`config.mk`:
```
export PLATFORM = sky130hd
export DESIGN_NAME = pc_fetch_unit
export DESIGN_NICKNAME = d
export VERILOG_FILES = /design/src/rtl/pc_fetch_unit.sv
export SDC_FILE = /design/constraint.sdc
export NUM_CORES = 1
export LEC_CHECK = 0
export ABC_CLOCK_PERIOD_IN_PS = 3400
export CAP_MARGIN = 15
export CORE_MARGIN = 1
export CORE_UTILIZATION = 40
export DETAILED_ROUTE_END_ITERATION = 8
export DONT_BUFFER_PORTS = 1
export GPL_TIMING_DRIVEN = 0
export PLACE_DENSITY = 0.63
export SLEW_MARGIN = 20
export SYNTH_ARGS = -nofsm -noshare
export SYNTH_HDL_FRONTEND = slang
export SYNTH_SLANG_ARGS = --single-unit
```
`constraint.sdc`:
```
create_clock -name clk -period 3.4 [get_ports clk]
set_input_delay 0.34 -clock clk [delete_from_list [all_inputs] [get_ports clk]]
set_output_delay 0.34 -clock clk [all_outputs]
set_load 0.02 [all_outputs]
```
`src/rtl/pc_fetch_unit.sv`:
```
// pc_fetch_unit: PC owner, single-outstanding imem fetch, redirect squash, fetch queue to decode
module pc_fetch_unit #(
    parameter int             AW       = 32,
    parameter int             IW       = 32,
    parameter logic [AW-1:0]  RESET_PC = '0,
    parameter int             DEPTH    = 2
) (
    input  logic          clk,
    input  logic          rst,
    output logic          imem_req_valid,
    input  logic          imem_req_ready,
    output logic [AW-1:0] imem_addr,
    input  logic          imem_rsp_valid,
    input  logic [IW-1:0] imem_rsp_data,
    input  logic          redirect_valid,
    input  logic [AW-1:0] redirect_pc,
    output logic          if_valid,
    input  logic          if_ready,
    output logic [AW-1:0] if_pc,
    output logic [IW-1:0] if_instr
);
    localparam int PW = $clog2(DEPTH);
    localparam int CW = PW + 1;
    localparam logic [CW-1:0] FULL = CW'(DEPTH);

    typedef enum logic [1:0] {IDLE, REQ, WAIT, DROP} state_t;

    state_t        state, state_nxt;
    logic [AW-1:0] pc, req_pc;
    logic [AW-1:0] pc_q [DEPTH];
    logic [IW-1:0] instr_q [DEPTH];
    logic [PW-1:0] rd_ptr, wr_ptr;
    logic [CW-1:0] count, count_after;
    logic          accept, push, pop;

    assign accept      = state == REQ && imem_req_ready;
    assign push        = state == WAIT && imem_rsp_valid && !redirect_valid;
    assign pop         = if_valid && if_ready;
    assign count_after = count + CW'(push) - CW'(pop);

    // State register; reset abandons any in-flight request
    always_ff @(posedge clk or negedge rst) begin
        if (!rst) state <= IDLE;
        else      state <= state_nxt;
    end

    // Next state; a redirect retargets fetch and squashes any response still owed
    always_comb begin
        state_nxt = state;
        if (redirect_valid)
            state_nxt = (accept || ((state == WAIT || state == DROP) && !imem_rsp_valid)) ? DROP : REQ;
        else
            case (state)
                IDLE: state_nxt = (count < FULL) ? REQ : IDLE;
                REQ:  state_nxt = accept ? WAIT : REQ;
                WAIT: state_nxt = imem_rsp_valid ? ((count_after < FULL) ? REQ : IDLE) : WAIT;
                DROP: state_nxt = imem_rsp_valid ? ((count_after < FULL) ? REQ : IDLE) : DROP;
            endcase
    end

    // Outputs; queue head comes straight from registers
    always_comb begin
        imem_req_valid = state == REQ;
        imem_addr      = pc;
        if_valid       = count != '0;
        if_pc          = pc_q[rd_ptr];
        if_instr       = instr_q[rd_ptr];
    end

    // Program counter and the PC of the outstanding request
    always_ff @(posedge clk or negedge rst) begin
        if (!rst) begin
            pc     <= RESET_PC;
            req_pc <= '0;
        end else begin
            if (redirect_valid) pc <= redirect_pc;
            else if (accept)    pc <= pc + AW'(4);
            if (accept) req_pc <= pc;
        end
    end

    // Fetch queue; redirect flush overrides any same-cycle pop or push
    always_ff @(posedge clk or negedge rst) begin
        if (!rst) begin
            rd_ptr <= '0;
            wr_ptr <= '0;
            count  <= '0;
            for (int i = 0; i < DEPTH; i++) begin
                pc_q[i]    <= '0;
                instr_q[i] <= '0;
            end
        end else if (redirect_valid) begin
            rd_ptr <= '0;
            wr_ptr <= '0;
            count  <= '0;
        end else begin
            if (push) begin
                pc_q[wr_ptr]    <= req_pc;
                instr_q[wr_ptr] <= imem_rsp_data;
                wr_ptr          <= wr_ptr + 1'b1;
            end
            if (pop) rd_ptr <= rd_ptr + 1'b1;
            count <= count_after;
        end
    end
endmodule

```
After elaboration in Yosys (flattened, before gate mapping)
Cells that the tools add are included.
W data, S select, Z words.

word-level totals
  latch bits = 0
  register bits after elaboration = 198
  bits in read-only memories = 0
  memory bits (writable) = 0
  input bits = 70
  memories = 0

operators by class
  $mul = 0
  shift-type cells = 0
  $add $sub $neg = 5
  reduce and logical (&&, ||, !) cells = 16
  bitwise gates (word level) = 3
  muxes and demuxes = 25
  div/mod/pow operators = 0
  equality and inequality tests = 3
  order comparisons = 5

operator list
  kind                     count
  $mux W32                 9
  $bwmux W64               2
  $add A32 B3 Y32 const B  1
  $demux W32 S1            1
  $mux W2                  6
  $pmux W2 S4              1
  $reduce_bool A2 Y1       4
  $logic_and A1 B1 Y1      6
  $mux W1                  6
  $eq A2 B2 Y1 const B     2
  $ge A2 B2 Y1 const B     2
  $lt A2 B2 Y1 const B     2
  $not A1 Y2               2
  $add A1 B1 Y1 const B    2
  $add A2 B1 Y2            1
  $eq A2 B1 Y1 const B     1
  $logic_not A1 Y1         2
  $logic_not A2 Y1         1
  $logic_or A1 B1 Y1       2
  $lt A2 B1 Y1 const B     1
  $reduce_and A2 Y1        1
  $sub A2 B1 Y2            1
  $not A1 Y1               1

Depth between registers and ports, before layout
  word-level depth = 10
  mapped depth = 8
  mapped depth without buffers = 8

Worst setup path after synthesis
No wires, ideal clock.

  path type = reg2reg
  start = reg count[1]
  end = reg count[1]
  setup time = 119 ps
  cell stages (with the launch flop) = 9
  buffers on the path = 0
  clock period less this slack = 1918 ps
  arrival time = 1798 ps
  path slack = 1482 ps
  cell sequence = dfrtp_1 or2_2 and2_1 ha_1 inv_1 ha_1 xnor2_1 xnor2_1 and2_1

on the way
  longest elaborated chain between the ends = 4

ends and longest elaborated chain
  what                    RTL line  text
  start, declared         33        logic [CW-1:0] count, count_after;
  start signal, assigned  103       count <= count_after;
  $reduce_bool A2 Y1      65        if_valid = count != '0;
  net if_valid            17        output logic if_valid,
  $logic_and A1 B1 Y1     38        assign pop = if_valid && if_ready;
  $sub A2 B1 Y2           39        assign count_after = count + CW'(push) - CW'(pop);
  $mux W2                 92        end else if (redirect_valid) begin

The timed path passes the listed nets, and every way through them passes these cells.
A chain may end at the register's enable or synchronous reset.

Worst setup path after layout
  start = reg rd_ptr
  end = out if_pc[8]

on the way
  longest elaborated chain between the ends = 4

ends and longest elaborated chain
  what                                          RTL line  text
  start, declared                               32        logic [PW-1:0] rd_ptr, wr_ptr;
  start signal, assigned                        102       if (pop) rd_ptr <= rd_ptr + 1'b1;
  $not A1 Y2 (not written as such)              66        if_pc = pc_q[rd_ptr];
  $mux W32 (not written as such) (3 in series)  66
  end, declared                                 19        output logic [AW-1:0] if_pc,

No other way between the ends. The select of a mux whose other input is x is not followed.

==> results.sh <==
export IMPL_p_leak_uw=0.00459
export IMPL_final_hold_violation_count=198
export IMPL_cp_arrival_ns=2.35
export IMPL_outcome="finished with violations"
export IMPL_synthCells=709
export IMPL_ir_worst_vdd_v=0.000306
export IMPL_drcViolationCount=0
export IMPL_rsz0062_at_grt="false"
export IMPL_port_buffers=0
export IMPL_p_total_uw=7600
export IMPL_critPathKind="register to output port"
export IMPL_whs_ns=-0.401
export IMPL_io_pins=168
export IMPL_yosysTopAreaCell="dfrtp_1"
export IMPL_drv_slew=0
export IMPL_relSlewSlack_pct=49.8
export IMPL_die_area_um2=22800
export IMPL_cts_buffers=17
export IMPL_numPlacedInstances=989
export IMPL_vias_per_cell=5.39
export IMPL_synth_top_cell_area_share_pct=55.8
export IMPL_synthDistinctLibCells=41
export IMPL_syn2layout_area_growth_pct=10.8
export IMPL_yosysSeqAreaShare_pct=55.8
export IMPL_grt_remaining_overflow=0
export IMPL_rows=54
export IMPL_die_w_um=151
export IMPL_root_buffer="clkbuf_16"
export IMPL_postSynthAreaPerCell_um2=12.5
export IMPL_crit_required_ns=3.06
export IMPL_path_max_fanout=10
export IMPL_grt_use_met3_pct=4.37
export IMPL_ys_top_cells_by_count="198 x dfrtp_1, 170 x mux2_2, 120 x nand2_1, 24 x mux2_1, 18 x clkbuf_1"
export IMPL_drt_wirelength_per_cell_um=19.2
export IMPL_critPathLaunchType="register"
export IMPL_insertion_delay_ns=0.43
export IMPL_grt_pass1_wl_um=30700
export IMPL_die_h_um=151
export IMPL_coreArea_um2=21800
export IMPL_cts_setup_buffers=0
export IMPL_powerDensity_nw_per_um2=773
export IMPL_ys_warn_count=0
export IMPL_violations="negative hold slack"
export IMPL_max_freq_mhz=372
export IMPL_diodes=0
export IMPL_postSynth_asyncResetShare_pct=100
export IMPL_synth_area_top_cells="dfrtp_1 56%, mux2_2 22%, nand2_1 5.1%"
export IMPL_use_met1_pct=25.5
export IMPL_routabilityCongestion=0.754
export IMPL_fin_crit_ns=2.69
export IMPL_synthFlopType="dfrtp_1"
export IMPL_fin_ws_ns=0.715
export IMPL_drt_iter0_drc=245
export IMPL_netlist_area_um2=8880
export IMPL_finalCritPeriodShare_pct=79.0
export IMPL_max_cap_violations=0
export IMPL_grt_max_degree=199
export IMPL_cts_clk_slew_worst_paths_ns=0.08
export IMPL_cp_end_kind="output port"
export IMPL_synth_edf_count=0
export IMPL_setup_violations=0
export IMPL_grt_usage_pct=17.7
export IMPL_grt_use_met2_pct=26.6
export IMPL_dp_hpwl_um=13600
export IMPL_hold_class="input port to async pin"
export IMPL_cts_tree="built"
export IMPL_drive_above_1_share_pct=31.4
export IMPL_yosysMostFrequentCell="dfrtp_1"
export IMPL_clock_skew_ns=0.0132
export IMPL_pre_cts_ws_ns=1.03
export IMPL_grt_pass1_vias=5289
export IMPL_tns_ns=0
export IMPL_drt_first_pass_iters=5
export IMPL_cts_sinks=198
export IMPL_syn_nets=782
export IMPL_initial_utilization_pct=40.7
export IMPL_finalNetCount=801
export IMPL_ctsHtreeMaxLevel=4
export IMPL_ys_seq_elements=198
export IMPL_fin_cells=1021
export IMPL_clockBufferDepth=2
export IMPL_wl_um=19600
export IMPL_cts_repair_resize_count=0
export IMPL_worstMarginPinSlew_ns=0.753
export IMPL_vias=5502
export IMPL_busiest_layer="met2"
export IMPL_antenna_found_initial=0
export IMPL_ant_nets=0
worst max-delay path: stages (launching register included):
cell and delay [ns]:
dfrtp_1 0.34, clkbuf_1 0.50, clkbuf_1 0.59, mux2_2 0.48
kinds of logic (layout without fill, tap and decap cells):
logic type	Yosys count	count (layout)	share of synthesized area (%)
AO/OA/AOI/OAI	52	52	3.76
XOR/XNOR	12	12	1.18
adder cells (fa/ha/maj)	3	3	0.423
buffers and inverters	45	77	2.73
flip-flops	198	198	55.8
multiplexers	195	195	24.7
AND/OR/NAND/NOR	204	204	11.4
cell usage in the layout (no fill, tap or decap), types with 2 or more instances in the layout:
cell type	netlist	routed
ha_1	3	3
xnor2_1	5	5
or4_1	16	16
nand3_2	2	2
clkinv_4	0	4
xor2_1	7	7
inv_8	0	4
nand4_4	2	2
inv_1	4	4
inv_6	0	2
buf_2	8	8
o31a_1	2	2
o211ai_1	6	6
dfrtp_1	198	198
nand4_1	6	6
o31ai_1	11	11
clkinv_8	0	3
buf_6	5	5
and3_1	3	3
o21ai_0	17	17
or2_2	2	2
mux2_2	170	170
nand2b_1	2	2
mux2_1	24	24
a31oi_1	14	14
and2_1	5	5
clkbuf_1	18	18
nor2_1	17	17
buf_1	2	2
buf_4	7	7
nor2b_1	2	2
and4_1	4	4
nand4_2	2	2
nand3_1	12	12
or3_1	4	4
clkbuf_16	0	17
nand2_1	120	120
final cells by class:
cell class              count  area, um2
fillers                  2049      12000
flip-flops and latches    198       4950
multi-input cells         466       3680
clock buffers              17        425
well taps                 280        350
plain buffers              40        224
clock inverters            15        184
inverters                   5       18.8
per-stage QoR:
stage / area, um2 / utilization, %
after global placement: 9230 / 42.3
after CTS: 9840 / 45.1
after floorplan: 8880 / -
after global routing: 9840 / 45.1
after detailed placement: 9230 / 42.3
final: 9840 / 45.1
power by group:
group / internal, uW / switching (uW) / total (uW) / leakage, uW
Sequential: 3010 / 474 / 3490 / 0.00255
Clock: 1060 / 999 / 2060 / 0.000294
Combinational: 848 / 1210 / 2060 / 0.00174
Total: 4920 / 2680 / 7600 / 0.00459
worst paths after layout:
| path | from | end | slack (ns) | cells after the start |
|---|---|---|---|---|
| worst min-delay path | rst | instr_q[38] | -0.40 | 0 |
| min in group clk | redirect_pc[7] | imem_addr[7] | 0.03 | 2 |
| max in group asynchronous | rst | imem_addr[24] | 3.16 | 0 |
| worst min register to register | instr_q[61] | instr_q[61] | 0.48 | 1 |
| worst max register to register | state[1] | pc_q[1] | 1.20 | 5 |
| worst max-delay path | rd_ptr | if_pc[8] | 0.71 | 3 |
registers in the layout, summed over array words and instances (netlist names):
name	cells
pc_q	64
state	2
wr_ptr	1
count	2
req_pc	32
rd_ptr	1
instr_q	64
imem_addr	32
layer usage:
metal	vias to the layer above	part of all wire, %
met5	-	0
met4	0	0.86
met3	11	6.3
met2	147	46
met1	2778	47
li1	2566	-
Power figures use the tool's default switching activity.
